<file path="config.mk">
export PLATFORM = sky130hd
export DESIGN_NAME = bus_responder_flat
export DESIGN_NICKNAME = d
export VERILOG_FILES = /design/src/rtl/bus_responder_if.sv /design/src/rtl/bus_responder.sv /design/src/flat_wrapper.sv
export SDC_FILE = /design/constraint.sdc
export NUM_CORES = 1
export LEC_CHECK = 0
export BUFFER_PORTS_ARGS = -buffer_cell sky130_fd_sc_hd__buf_2
export CORE_MARGIN = 10
export CORE_UTILIZATION = 50
export CTS_BUF_LIST = sky130_fd_sc_hd__clkbuf_4 sky130_fd_sc_hd__clkbuf_8
export DETAILED_ROUTE_END_ITERATION = 6
export GPL_TIMING_DRIVEN = 0
export PLACE_DENSITY = 0.76
export SYNTH_ARGS = -nofsm -noshare
export SYNTH_HDL_FRONTEND = slang
export SYNTH_SLANG_ARGS = --single-unit
</file>
<file path="constraint.sdc">
create_clock -name clk -period 3.5 [get_ports clk]
set_input_delay 0.875 -clock clk [delete_from_list [all_inputs] [get_ports clk]]
set_output_delay 0.875 -clock clk [all_outputs]
set_load 0.02 [all_outputs]
</file>
<file path="src/rtl/bus_responder_if.sv">
// Slave-side 8085 bus bundle: CPU-driven address/data/status/strobes
// plus the responder's READY, read data and status flags.
interface bus_responder_if;
    logic       ale;
    logic [7:0] addr_hi;
    logic [7:0] ad_in;
    logic       iom_;
    logic       s1;
    logic       s0;
    logic       rd_;
    logic       wr_;
    logic       ready;
    logic [7:0] ad_out;
    logic       ad_oe;
    logic       hit;
    logic       err;

    modport master (
        output ale, addr_hi, ad_in, iom_, s1, s0, rd_, wr_,
        input  ready, ad_out, ad_oe, hit, err
    );

    modport slave (
        input  ale, addr_hi, ad_in, iom_, s1, s0, rd_, wr_,
        output ready, ad_out, ad_oe, hit, err
    );
endinterface

</file>
<file path="src/rtl/bus_responder.sv">
// 8085 bus responder: latches the multiplexed address on ALE, decodes a
// 2^LOCSIZE byte window, inserts WAITS wait states via READY and serves
// read/write cycles from a small byte store.
module bus_responder #(
    parameter int          LOCSIZE = 4,
    parameter logic [15:0] BASE    = 16'h2000,
    parameter logic        IOSPACE = 1'b0,
    parameter int          WAITS   = 1
) (
    input  logic            clk,
    input  logic            rst,
    bus_responder_if.slave  bus
);

    localparam int          DEPTH   = 1 << LOCSIZE;
    localparam logic [15:0] HI_MASK = 16'hFFFF << LOCSIZE;
    localparam logic [3:0]  WAITS_C = 4'(WAITS);

    typedef enum logic [1:0] {
        S_IDLE,
        S_ADDR,
        S_WAIT,
        S_ACCESS
    } state_t;

    state_t               state_q, state_d;
    logic [LOCSIZE-1:0]   idx_q, idx_d;
    logic                 is_wr_q, is_wr_d;
    logic [3:0]           cnt_q, cnt_d;
    logic                 ready_q, ready_d;
    logic [7:0]           ad_out_q, ad_out_d;
    logic                 ad_oe_q, ad_oe_d;
    logic                 hit_q, hit_d;
    logic                 err_q, err_d;
    logic [7:0]           wdata_q, wdata_d;
    logic                 commit;

    logic [DEPTH*8-1:0]   store_flat;
    logic [7:0]           rd_byte;
    logic [15:0]          bus_addr;
    logic                 sel;
    logic                 rd_low;
    logic                 wr_low;

    assign bus_addr = {bus.addr_hi, bus.ad_in};
    assign rd_low   = !bus.rd_;
    assign wr_low   = !bus.wr_;

    // Selection: right space, upper address bits match, and never INTA
    // (IO/M_=1, S1S0=11) or halt (S1S0=00).
    assign sel = (bus.iom_ == IOSPACE)
              && ((bus_addr & HI_MASK) == (BASE & HI_MASK))
              && !(bus.s1 & bus.s0 & bus.iom_)
              && (bus.s1 | bus.s0);

    assign rd_byte = store_flat[{idx_q, 3'b000} +: 8];

    // Byte store: one register per location, cleared by reset, written
    // only when a write cycle completes cleanly.
    for (genvar gi = 0; gi < DEPTH; gi++) begin : g_store
        logic [7:0] byte_q;

        // Per-byte write on commit to this index.
        always_ff @(posedge clk) begin
            if (rst) begin
                byte_q <= '0;
            end else if (commit && (idx_q == LOCSIZE'(gi))) begin
                byte_q <= wdata_q;
            end
        end

        assign store_flat[gi*8 +: 8] = byte_q;
    end

    // Next-state and output logic; ALE overrides everything and aborts
    // any cycle in progress.
    always_comb begin
        state_d  = state_q;
        idx_d    = idx_q;
        is_wr_d  = is_wr_q;
        cnt_d    = cnt_q;
        ready_d  = ready_q;
        ad_out_d = ad_out_q;
        ad_oe_d  = ad_oe_q;
        hit_d    = hit_q;
        err_d    = 1'b0;
        wdata_d  = wdata_q;
        commit   = 1'b0;

        if (bus.ale) begin
            idx_d   = bus_addr[LOCSIZE-1:0];
            ready_d = 1'b1;
            ad_oe_d = 1'b0;
            hit_d   = sel;
            state_d = sel ? S_ADDR : S_IDLE;
        end else begin
            case (state_q)
                S_IDLE: begin
                    ready_d = 1'b1;
                    ad_oe_d = 1'b0;
                end

                S_ADDR: begin
                    if (rd_low && wr_low) begin
                        err_d   = 1'b1;
                        hit_d   = 1'b0;
                        state_d = S_IDLE;
                    end else if (rd_low || wr_low) begin
                        is_wr_d = wr_low;
                        if (wr_low) begin
                            wdata_d = bus.ad_in;
                        end
                        if (WAITS == 0) begin
                            state_d = S_ACCESS;
                            if (!wr_low) begin
                                ad_out_d = rd_byte;
                                ad_oe_d  = 1'b1;
                            end
                        end else begin
                            ready_d = 1'b0;
                            cnt_d   = WAITS_C;
                            state_d = S_WAIT;
                        end
                    end
                end

                S_WAIT: begin
                    cnt_d = cnt_q - 4'd1;
                    // Keep tracking write data so a short strobe still
                    // commits the last value it carried.
                    if (is_wr_q && wr_low) begin
                        wdata_d = bus.ad_in;
                    end
                    if (cnt_q == 4'd1) begin
                        ready_d = 1'b1;
                        state_d = S_ACCESS;
                        if (!is_wr_q) begin
                            ad_out_d = rd_byte;
                            ad_oe_d  = 1'b1;
                        end
                    end
                end

                S_ACCESS: begin
                    if (is_wr_q) begin
                        if (rd_low) begin
                            err_d   = 1'b1;
                            hit_d   = 1'b0;
                            state_d = S_IDLE;
                        end else if (wr_low) begin
                            wdata_d = bus.ad_in;
                        end else begin
                            commit  = 1'b1;
                            hit_d   = 1'b0;
                            state_d = S_IDLE;
                        end
                    end else begin
                        if (wr_low) begin
                            err_d   = 1'b1;
                            ad_oe_d = 1'b0;
                            hit_d   = 1'b0;
                            state_d = S_IDLE;
                        end else if (!rd_low) begin
                            ad_oe_d = 1'b0;
                            hit_d   = 1'b0;
                            state_d = S_IDLE;
                        end
                    end
                end

                default: begin
                    state_d = S_IDLE;
                end
            endcase
        end
    end

    // State and output registers.
    always_ff @(posedge clk) begin
        if (rst) begin
            state_q  <= S_IDLE;
            idx_q    <= '0;
            is_wr_q  <= 1'b0;
            cnt_q    <= '0;
            ready_q  <= 1'b1;
            ad_out_q <= '0;
            ad_oe_q  <= 1'b0;
            hit_q    <= 1'b0;
            err_q    <= 1'b0;
            wdata_q  <= '0;
        end else begin
            state_q  <= state_d;
            idx_q    <= idx_d;
            is_wr_q  <= is_wr_d;
            cnt_q    <= cnt_d;
            ready_q  <= ready_d;
            ad_out_q <= ad_out_d;
            ad_oe_q  <= ad_oe_d;
            hit_q    <= hit_d;
            err_q    <= err_d;
            wdata_q  <= wdata_d;
        end
    end

    assign bus.ready  = ready_q;
    assign bus.ad_out = ad_out_q;
    assign bus.ad_oe  = ad_oe_q;
    assign bus.hit    = hit_q;
    assign bus.err    = err_q;

endmodule

</file>
<file path="src/flat_wrapper.sv">
// flat-port wrapper written by rule: the top's interface ports become plain ports
module bus_responder_flat 
#(
    parameter int          LOCSIZE = 4,
    parameter logic [15:0] BASE    = 16'h2000,
    parameter logic        IOSPACE = 1'b0,
    parameter int          WAITS   = 1
)
  (clk, rst, bus_ale, bus_addr_hi, bus_ad_in, bus_iom_, bus_s1, bus_s0, bus_rd_, bus_wr_, bus_ready, bus_ad_out, bus_ad_oe, bus_hit, bus_err);
  bus_responder_if bus_i ();
  input  logic clk;
  input  logic rst;
  input wire logic [$bits(bus_i.ale)-1:0] bus_ale;
  input wire logic [$bits(bus_i.addr_hi)-1:0] bus_addr_hi;
  input wire logic [$bits(bus_i.ad_in)-1:0] bus_ad_in;
  input wire logic [$bits(bus_i.iom_)-1:0] bus_iom_;
  input wire logic [$bits(bus_i.s1)-1:0] bus_s1;
  input wire logic [$bits(bus_i.s0)-1:0] bus_s0;
  input wire logic [$bits(bus_i.rd_)-1:0] bus_rd_;
  input wire logic [$bits(bus_i.wr_)-1:0] bus_wr_;
  output wire logic [$bits(bus_i.ready)-1:0] bus_ready;
  output wire logic [$bits(bus_i.ad_out)-1:0] bus_ad_out;
  output wire logic [$bits(bus_i.ad_oe)-1:0] bus_ad_oe;
  output wire logic [$bits(bus_i.hit)-1:0] bus_hit;
  output wire logic [$bits(bus_i.err)-1:0] bus_err;
  assign bus_i.ale = bus_ale;
  assign bus_i.addr_hi = bus_addr_hi;
  assign bus_i.ad_in = bus_ad_in;
  assign bus_i.iom_ = bus_iom_;
  assign bus_i.s1 = bus_s1;
  assign bus_i.s0 = bus_s0;
  assign bus_i.rd_ = bus_rd_;
  assign bus_i.wr_ = bus_wr_;
  assign bus_ready = bus_i.ready;
  assign bus_ad_out = bus_i.ad_out;
  assign bus_ad_oe = bus_i.ad_oe;
  assign bus_hit = bus_i.hit;
  assign bus_err = bus_i.err;
  bus_responder #(.LOCSIZE(LOCSIZE), .BASE(BASE), .IOSPACE(IOSPACE), .WAITS(WAITS)) u_core (.clk(clk), .rst(rst), .bus(bus_i));
endmodule
</file>
**After elaboration in Yosys (flattened, before gate mapping)**

Index checks and enable logic that the tools add are counted.

- Word-level logic and storage cells: 158
- Bits of input ports: 24
- Bits in registers: 159

- Shifts and indexed selects: 1
- Equality and inequality tests: 34
- Muxes and demuxes: 47
- Add/sub/neg operators: 1
- Reductions and logical operators: 42
- Bitwise gates (word level): 7

Operators by type and width:

| kind | count |
|---|---|
| indexed part select 128 x 8 -> 8 bit | 1 |
| 2-to-1 mux 8 bit | 6 |
| equality test 4 bit, second input constant | 8 |
| case mux 8 bit (3 select lines) | 1 |
| 2-to-1 mux 1 bit | 23 |
| logical AND 1 bit | 21 |
| AND reduction 4 bit | 5 |
| 2-to-1 mux 2 bit | 9 |
| equality test 4 x 3 -> 1 bit, second input constant | 4 |
| equality test 12 x 10 -> 1 bit, second input constant | 1 |
| nonzero test 3 bit | 4 |
| AND reduction 5 bit | 2 |
| equality test 4 x 1 -> 1 bit, second input constant | 2 |
| equality test 4 x 2 -> 1 bit, second input constant | 2 |
| 2-to-1 mux 4 bit | 2 |
| inequality test 2 x 1 -> 1 bit, second input constant | 4 |
| inequality test 2 bit, second input constant | 4 |
| case mux 4 bit (2 select lines) | 1 |
| AND reduction 7 bit | 1 |
| inequality test 3 x 2 -> 1 bit, second input constant | 2 |
| case mux 1 bit (3 select lines) | 2 |
| case mux 2 bit (3 select lines) | 1 |
| inequality test 5 x 4 -> 1 bit, second input constant | 1 |
| inequality test 5 bit, second input constant | 1 |
| other kinds (16) | 24 |

**Longest topological paths before layout**

Gate-level depths: netlist of the first run.

- Word-level depth: 7
- Depth in mapped cells: 8

**Least setup slack after synthesis of the first run**

OpenSTA, ideal clock, no wires.

- Path type: input -> register
- From: input bus_ale
- To: register u_core.g_store[9].byte_q[0]
- Library setup time: 128 ps
- Path buffers: 2
- Setup slack: 1309 ps
- Stages on the path: 6
- Required time: 3372 ps
- Arrival: 2063 ps
- Path through: or2_1 buf_6 or4_1 buf_2 mux2i_1 nor2_1

- Cells in the longest elaborated chain, start to end: 2

Ends and longest elaborated chain:

| item | RTL line | text |
|---|---|---|
| from (decl) | flat_wrapper.sv:13 | `input wire logic [$bits(bus_i.ale)-1:0] bus_ale;` |
| 2-to-1 mux 1 bit | bus_responder.sv:90 | `if (bus.ale) begin` |
| logical AND 1 bit | bus_responder.sv:67 | `end else if (commit && (idx_q == LOCSIZE'(gi))) begin` |
| to (signal assigned) | bus_responder.sv:68 | `byte_q <= wdata_q;` |
| to (decl) | bus_responder.sv:61 | `logic [7:0] byte_q;` |

Every way passes these cells.
A chain may end at the register's enable or synchronous reset.

**Worst setup path in the final report of the first run**

- From: register u_core.state_q[0]
- To: register u_core.g_store[10].byte_q[7]

- Cells in the longest elaborated chain, start to end: 4

Ends and longest elaborated chain:

| item | RTL line | text |
|---|---|---|
| from (decl) | bus_responder.sv:26 | `state_t state_q, state_d;` |
| from (signal assigned) | bus_responder.sv:192 | `state_q <= state_d;` |
| equality test 2 bit | bus_responder.sv:97 | `case (state_q)` |
| 2-to-1 mux 1 bit | bus_responder.sv:97 |  |
| 2-to-1 mux 1 bit | bus_responder.sv:90 |  |
| logical AND 1 bit | bus_responder.sv:67 |  |
| to (signal assigned) | bus_responder.sv:68 |  |
| to (decl) | bus_responder.sv:61 |  |

Every way passes these cells.

==> results of run 1 <==
-- area by class of cell --
class | count | share of cell area, %
multi-input cells | 462 | 47.1
clock inverters | 11 | 1.33
flip-flops and latches | 159 | 39.2
clock buffers | 20 | 3.31
well taps | 184 | 2.84
repair buffers | 35 | 2.16
inverters | 11 | 0.509
plain buffers | 61 | 3.54
-- routing by layer --
| metal | global-route usage, % | wire length, µm | vias up |
|---|---|---|---|
| met5 | 0 | 0 | - |
| met4 | 7.66 | 589 | 0 |
| met3 | 4.20 | 1220 | 43 |
| met2 | 31.7 | 9460 | 212 |
| met1 | 25.9 | 8840 | 2849 |
| li1 | - | - | 2583 |
-- flip-flops by register name, indices dropped and copies added (netlist names) --
name	count
u_core.bus.ad_oe	1
u_core.bus.ad_out	8
u_core.bus.err	1
u_core.bus.hit	1
u_core.bus.ready	1
u_core.cnt_q	4
u_core.g_store.byte_q	128
u_core.idx_q	4
u_core.is_wr_q	1
u_core.state_q	2
u_core.wdata_q	8
-- power groups by stage --
stage / registers [mW] / logic, mW / clock network [mW]
CTS: 1.82 / 0.218 / 1.31
floorplan: 1.86 / 0.144 / 0
finish: 1.82 / 0.222 / 1.33
global placement: 1.86 / 0.211 / 0
detailed placement: 1.86 / 0.217 / 0
global route: 1.82 / 0.235 / 1.39
-- tightest hold or removal path, cell delays in order, from the launching register on --
cell     delay [ns]
dfxtp_1        0.33
mux2i_1        0.06
nor2_1         0.07
-- synthesized netlist by cell type, types with 2 or more instances --
cell type,number
dfxtp_1,159
mux2i_1,147
nor2_1,144
clkbuf_1,31
mux4_2,30
buf_2,15
a21oi_1,12
inv_1,11
nand3_1,11
nand3b_1,9
o21ai_0,9
clkbuf_2,8
ha_1,8
nor4_4,7
o221ai_1,7
nand2_1,6
nand4_2,6
nand2b_1,5
nor2b_1,5
a31oi_1,4
nand4_1,4
nor3_1,4
a221oi_1,3
buf_6,3
nor4_1,3
o311ai_0,3
or3_1,3
or3b_2,3
a2111oi_0,2
a211oi_1,2
a22oi_1,2
buf_1,2
buf_4,2
o21a_1,2
o22ai_1,2
o31ai_1,2
or2_1,2
or4_1,2
-- worst max path at each step --
stage / start / end / depth (start not counted)
2_1_floorplan: bus_ale / u_core.g_store[9].byte_q[0]$_SDFFE_PP0P_ / 6
3_3_place_gp: bus_ale / u_core.g_store[8].byte_q[0]$_SDFFE_PP0P_ / 6
3_5_place_dp: bus_ale / u_core.g_store[10].byte_q[0]$_SDFFE_PP0P_ / 6
4_1_cts: u_core.state_q[0]$_SDFFE_PP0P_ / u_core.g_store[10].byte_q[7]$_SDFFE_PP0P_ / 6
5_1_grt: u_core.state_q[0]$_SDFFE_PP0P_ / u_core.g_store[10].byte_q[0]$_SDFFE_PP0P_ / 6
6_report: u_core.state_q[0]$_SDFFE_PP0P_ / u_core.g_store[10].byte_q[7]$_SDFFE_PP0P_ / 6
-- logic make-up after synthesis --
family	synth area share (%)
and+or+nand+nor	15.8
muxes	29.6
DFF	43.4
buffers and inverters	4.48
AOI/OAI and AO/OA	5.27
adders and majority gates	1.36
xor gates and xnor gates	0.119
-- stage by stage --
| step | utilization, % | setup slack, ns | hold slack [ns] | power (mW) |
|---|---|---|---|---|
| after global routing | 56.1 | 0.899 | 0.520 | 3.45 |
| final | 56.1 | 1.00 | 0.493 | 3.37 |
| after floorplan | - | 1.31 | 0.451 | 2.01 |
| after detailed placement | 53.5 | 0.812 | 0.480 | 2.08 |
| after global placement | 53.5 | 0.866 | 0.468 | 2.07 |
| after CTS | 56.1 | 1.03 | 0.501 | 3.35 |
==> results.sh, run 1 <==
export IMPL_outcome="completed"
export IMPL_design_portCount=36
export IMPL_worstSetupPathType="reg -> reg"
export IMPL_synth_edf_count=0
export IMPL_depth_of_the_worst_register_to_register_path=6
export IMPL_antenna_left=0
export IMPL_worst_slew_margin_relative_to_its_limit_pct=37.1
export IMPL_numCtsBuffers=17
export IMPL_placement_rows=44
export IMPL_die_w_um=141
export IMPL_post_dr_vias_cell=6.03
export IMPL_critPathArrivalTime_ns=2.83
export IMPL_fraction_of_layout_instances_using_a_drive_strength_above_1_pct=18.7
export IMPL_port_buffers=35
export IMPL_synthCells=693
export IMPL_peak_vdd_ir_v=0.000277
export IMPL_timing_critical_path_cells="ha_1, nand4_1, buf_6, nor4_4, mux2i_1, nor2_1"
export IMPL_final_period_utilization_pct=71.3
export IMPL_nets=779
export IMPL_whs_path_depth=2
export IMPL_number_of_global_route_vias_before_repair=5558
export IMPL_synth_top_cell_by_area="dfxtp_1"
export IMPL_mostFrequentLayoutCells="dfxtp_1 (159), mux2i_1 (147), nor2_1 (144)"
export IMPL_number_of_maximum_capacitance_constraint_violations=0
export IMPL_die_height_um=141
export IMPL_cts_resized_gates=0
export IMPL_track_usage_pct=19.9
export IMPL_finalNonFillerCells=943
export IMPL_core_area_um2=14500
export IMPL_mostFrequentLayoutCell="dfxtp_1"
export IMPL_synth_area_top_cells="dfxtp_1 (43%), mux2i_1 (20%), mux4_2 (9.2%)"
export IMPL_clock_tree_htree_level_count=4
export IMPL_p_int_mw=2.49
export IMPL_synth_cell_types=51
export IMPL_grt_start_max_net_pins=17
export IMPL_clock_skew_final_ns=0.0160
export IMPL_cts_hold_buffers=0
export IMPL_post_synth_cell_area_avg_um2=10.6
export IMPL_critical_path_endpoint_type="flip-flop"
export IMPL_gr_total_overflow=0
export IMPL_synth_area_um2=7340
export IMPL_placed_cell_area_um2=7740
export IMPL_final_non_filler_cell_area_um2=8120
export IMPL_layout_min_cycle_time_ns=2.50
export IMPL_worst_path_largest_cell_delay_ns=0.83
export IMPL_final_setup_tns_ns=0
export IMPL_dp_hpwl_um=14300
export IMPL_fmax_ghz=0.400
export IMPL_die_area_um2=19900
export IMPL_antenna_found_initial=0
export IMPL_clock_sinks=159
export IMPL_ys_warn_count=0
export IMPL_detail_route_wl_per_cell_um=21.3
export IMPL_grt_first_pass_wirelength_um=31400
export IMPL_drt_total_wl_um=20100
export IMPL_clock_power_share_pct=39.4
export IMPL_worstPathMaxFanout=10
export IMPL_layout_area_seq_um2=3180
export IMPL_maxSlewViolCount=0
export IMPL_ys_seq_elements=159
export IMPL_route_detailed_drc=0
export IMPL_seqPwrFrac_pct=54.1
export IMPL_cts_setup_buffers=0
export IMPL_cts_clk_slew_worst_paths_ns=0.09
export IMPL_clock_tree_root_cell="clkbuf_8"
export IMPL_cts_tree="built"
export IMPL_r2r_start="u_core.state_q[0]$_SDFFE_PP0P_"
export IMPL_detailroute_via_count=5687
export IMPL_regToRegEndpoint="u_core.g_store[10].byte_q[7]$_SDFFE_PP0P_"
export IMPL_synth_top_cell_area_share_pct=43.4
export IMPL_fillerInstances=1216
export IMPL_synth_seq_area_share_pct=43.4
export IMPL_clock_path_buffers=2
export IMPL_powerDensity_nw_per_um2=415
export IMPL_worstPathBufferInverterCount=1
export IMPL_rsz0062_at_grt="no"
export IMPL_cp_start_kind="flip-flop"
export IMPL_detail_route_first_pass_iterations=5
export IMPL_placed_cells=912
export IMPL_async_reset_ff_share_pct=0
export IMPL_initial_core_util_pct=50.7
export IMPL_hold_path_startpoint="u_core.g_store[4].byte_q[6]$_SDFFE_PP0P_"
export IMPL_timing_critical_path_max_delay_family="simple AND/OR/NAND/NOR gates"
export IMPL_data_required_time_of_the_critical_path_ns=3.83
export IMPL_gp_congestion=0.907
export IMPL_static_leakage_power_nw=3.28
export IMPL_worstMarginPinSlew_ns=0.937
export IMPL_switching_power_uw=875
export IMPL_worst_hold_path_type="reg -> reg"
export IMPL_slowest_stage="nor4_4"
export IMPL_initialDrtViolationCount=713
export IMPL_worstSkewPairLatency_ns=0.46
export IMPL_setup_violations=0
export IMPL_synth_top_flop_cell="dfxtp_1"
export IMPL_layout_area_overhead_vs_synth_pct=10.7
export IMPL_power_share_combinational_pct=6.6
export IMPL_switching_share_of_power_pct=26.0
export IMPL_timing_hold_worst_endpoint="u_core.g_store[4].byte_q[6]$_SDFFE_PP0P_"
export IMPL_num_antenna_cells=0
export IMPL_finalHoldViolations=0
export IMPL_reg_to_reg_slack_setup_ns=1.00
export IMPL_synth_net_count=725
export IMPL_multi_input_logic_area_um2=3820
Note: power is estimated with default switching activity, not from simulation.
==> run 2: changes to the inputs <==
==> constraint.sdc (replaced) <==
create_clock -name clk -period 2.3 [get_ports clk]
set_input_delay 0.575 -clock clk [delete_from_list [all_inputs] [get_ports clk]]
set_output_delay 0.575 -clock clk [all_outputs]
set_load 0.02 [all_outputs]
==> run 2 against run 1 <==
  * Clock skew fell by 0.0024 ns
  * Highest routed layer unchanged
  * Sequential share of layout area fell by 0.64 points
  * Fmax rose by 13%
  * Critical path type unchanged
==> results.sh, run 2 (same netlist as run 1, synthesis figures left out) <==
export IMPL_number_of_global_route_vias_before_repair=5585
export IMPL_die_height_um=141
export IMPL_mostFrequentLayoutCells="dfxtp_1 (158), mux2i_1 (147), nor2_1 (144)"
export IMPL_number_of_maximum_capacitance_constraint_violations=0
export IMPL_clock_path_buffers=2
export IMPL_detail_route_wl_per_cell_um=21.3
export IMPL_cts_hold_buffers=0
export IMPL_layout_min_cycle_time_ns=2.21
export IMPL_cts_clk_slew_worst_paths_ns=0.09
export IMPL_setup_violations=0
export IMPL_largest_reg_flops=128
export IMPL_switching_share_of_power_pct=25.9
export IMPL_placement_rows=44
export IMPL_worst_slew_margin_relative_to_its_limit_pct=41.0
export IMPL_numCtsBuffers=17
export IMPL_power_share_combinational_pct=6.6
export IMPL_worstPathMaxFanout=10
export IMPL_clock_sinks=159
export IMPL_track_usage_pct=20.0
export IMPL_initial_core_util_pct=50.7
export IMPL_grt_first_pass_wirelength_um=31500
export IMPL_detailroute_via_count=5756
export IMPL_final_period_utilization_pct=96.1
export IMPL_fraction_of_layout_instances_using_a_drive_strength_above_1_pct=20.1
export IMPL_route_detailed_drc=0
export IMPL_depth_of_the_worst_register_to_register_path=6
export IMPL_rsz0062_at_grt="no"
export IMPL_layout_area_overhead_vs_synth_pct=12.6
export IMPL_outcome="completed"
export IMPL_clock_tree_htree_level_count=4
export IMPL_dp_hpwl_um=14300
export IMPL_whs_path_depth=3
export IMPL_clock_power_share_pct=39.3
export IMPL_post_dr_vias_cell=6.07
export IMPL_die_area_um2=19900
export IMPL_final_setup_tns_ns=0
export IMPL_data_required_time_of_the_critical_path_ns=2.62
export IMPL_detail_route_first_pass_iterations=7
export IMPL_cp_start_kind="flip-flop"
export IMPL_maxSlewViolCount=0
export IMPL_finalPower_mw=5.12
export IMPL_worstSetupPathType="reg -> reg"
export IMPL_design_portCount=36
export IMPL_worstSkewPairLatency_ns=0.46
export IMPL_drt_total_wl_um=20200
export IMPL_clock_tree_root_cell="clkbuf_8"
export IMPL_die_w_um=141
export IMPL_worstMarginPinSlew_ns=0.878
export IMPL_static_leakage_power_nw=3.33
export IMPL_nets=785
export IMPL_critPathArrivalTime_ns=2.53
export IMPL_port_buffers=35
export IMPL_top_register="u_core.g_store.byte_q"
export IMPL_initialDrtViolationCount=726
export IMPL_clock_skew_final_ns=0.0136
export IMPL_placed_cell_area_um2=7740
export IMPL_seqPwrFrac_pct=54.1
export IMPL_worst_hold_path_type="in -> reg"
export IMPL_grt_start_max_net_pins=17
export IMPL_antenna_found_initial=0
export IMPL_gp_congestion=0.907
export IMPL_gr_total_overflow=0
export IMPL_mostFrequentLayoutCell="dfxtp_1"
export IMPL_num_antenna_cells=0
export IMPL_peak_vdd_ir_v=0.000424
export IMPL_cts_tree="built"
export IMPL_critical_path_endpoint_type="flip-flop"
export IMPL_core_area_um2=14500
export IMPL_powerDensity_nw_per_um2=620
export IMPL_antenna_left=0
export IMPL_finalHoldViolations=0
export IMPL_p_int_mw=3.80
export IMPL_fmax_ghz=0.452
export IMPL_final_non_filler_cell_area_um2=8260
export IMPL_switching_power_mw=1.33
## run 2: through the flow
step	std cells	setup slack [ns]	utilization, %	hold slack, ns
finish	949	0.0890	57.0	0.377
global placement	912	-0.0768	53.5	0.468
detailed placement	912	-0.159	53.5	0.480
floorplan	693	0.331	-	0.451
CTS	950	0.00471	56.9	0.360
global route	949	0.000248	57.0	0.383
## run 2: area by class of cell
type | instances | area (µm²)
fillers | 1201 | 6220
well taps | 184 | 230
clock buffers | 20 | 269
inverters | 11 | 41.3
flip-flops and latches | 159 | 3180
plain buffers | 60 | 284
repair buffers | 42 | 290
clock inverters | 11 | 108
multi-input cells | 462 | 3850
## run 2: power groups by stage
stage          logic, mW  clock network [mW]  registers, mW
5_1_grt            0.360                2.12           2.77
3_3_place_gp       0.322                   0           2.83
6_report           0.340                2.01           2.77
2_1_floorplan      0.220                   0           2.83
4_1_cts            0.333                2.00           2.77
3_5_place_dp       0.330                   0           2.83
## run 2: worst max-delay path: stages (launching register included)
cell	delay (ns)
dfxtp_1	0.51
ha_4	0.22
nand4_1	0.14
buf_6	0.20
nor4_4	0.67
mux2i_1	0.28
nor2_1	0.05
## run 2: worst paths after layout
path | startpoint | end | slack [ns]
max | u_core.state_q[1]$_SDFFE_PP0P_ | u_core.g_store[1].byte_q[7]$_SDFFE_PP0P_ | 0.09
min | bus_ad_in[0] | u_core.wdata_q[0]$_SDFFE_PP0P_ | 0.38
max reg2reg | u_core.state_q[1]$_SDFFE_PP0P_ | u_core.g_store[1].byte_q[7]$_SDFFE_PP0P_ | 0.09
min reg2reg | u_core.g_store[4].byte_q[6]$_SDFFE_PP0P_ | u_core.g_store[4].byte_q[6]$_SDFFE_PP0P_ | 0.49
## run 2: what timing repair did
| action | CTS | global route |
|---|---|---|
| gates resized for setup | 1 | 6 |
| endpoints found under the setup margin | 57 | 39 |
| buffers inserted | 7 | 0 |
| pin swaps | 7 | 0 |
## run 2: routing by layer
layer | up-vias | wire length [µm] | global-route usage (%)
li1 | 2595 | - | -
met1 | 2866 | 8800 | 26.0
met2 | 253 | 9490 | 31.8
met3 | 42 | 1440 | 4.30
met4 | 0 | 513 | 7.66
met5 | - | 0 | 0
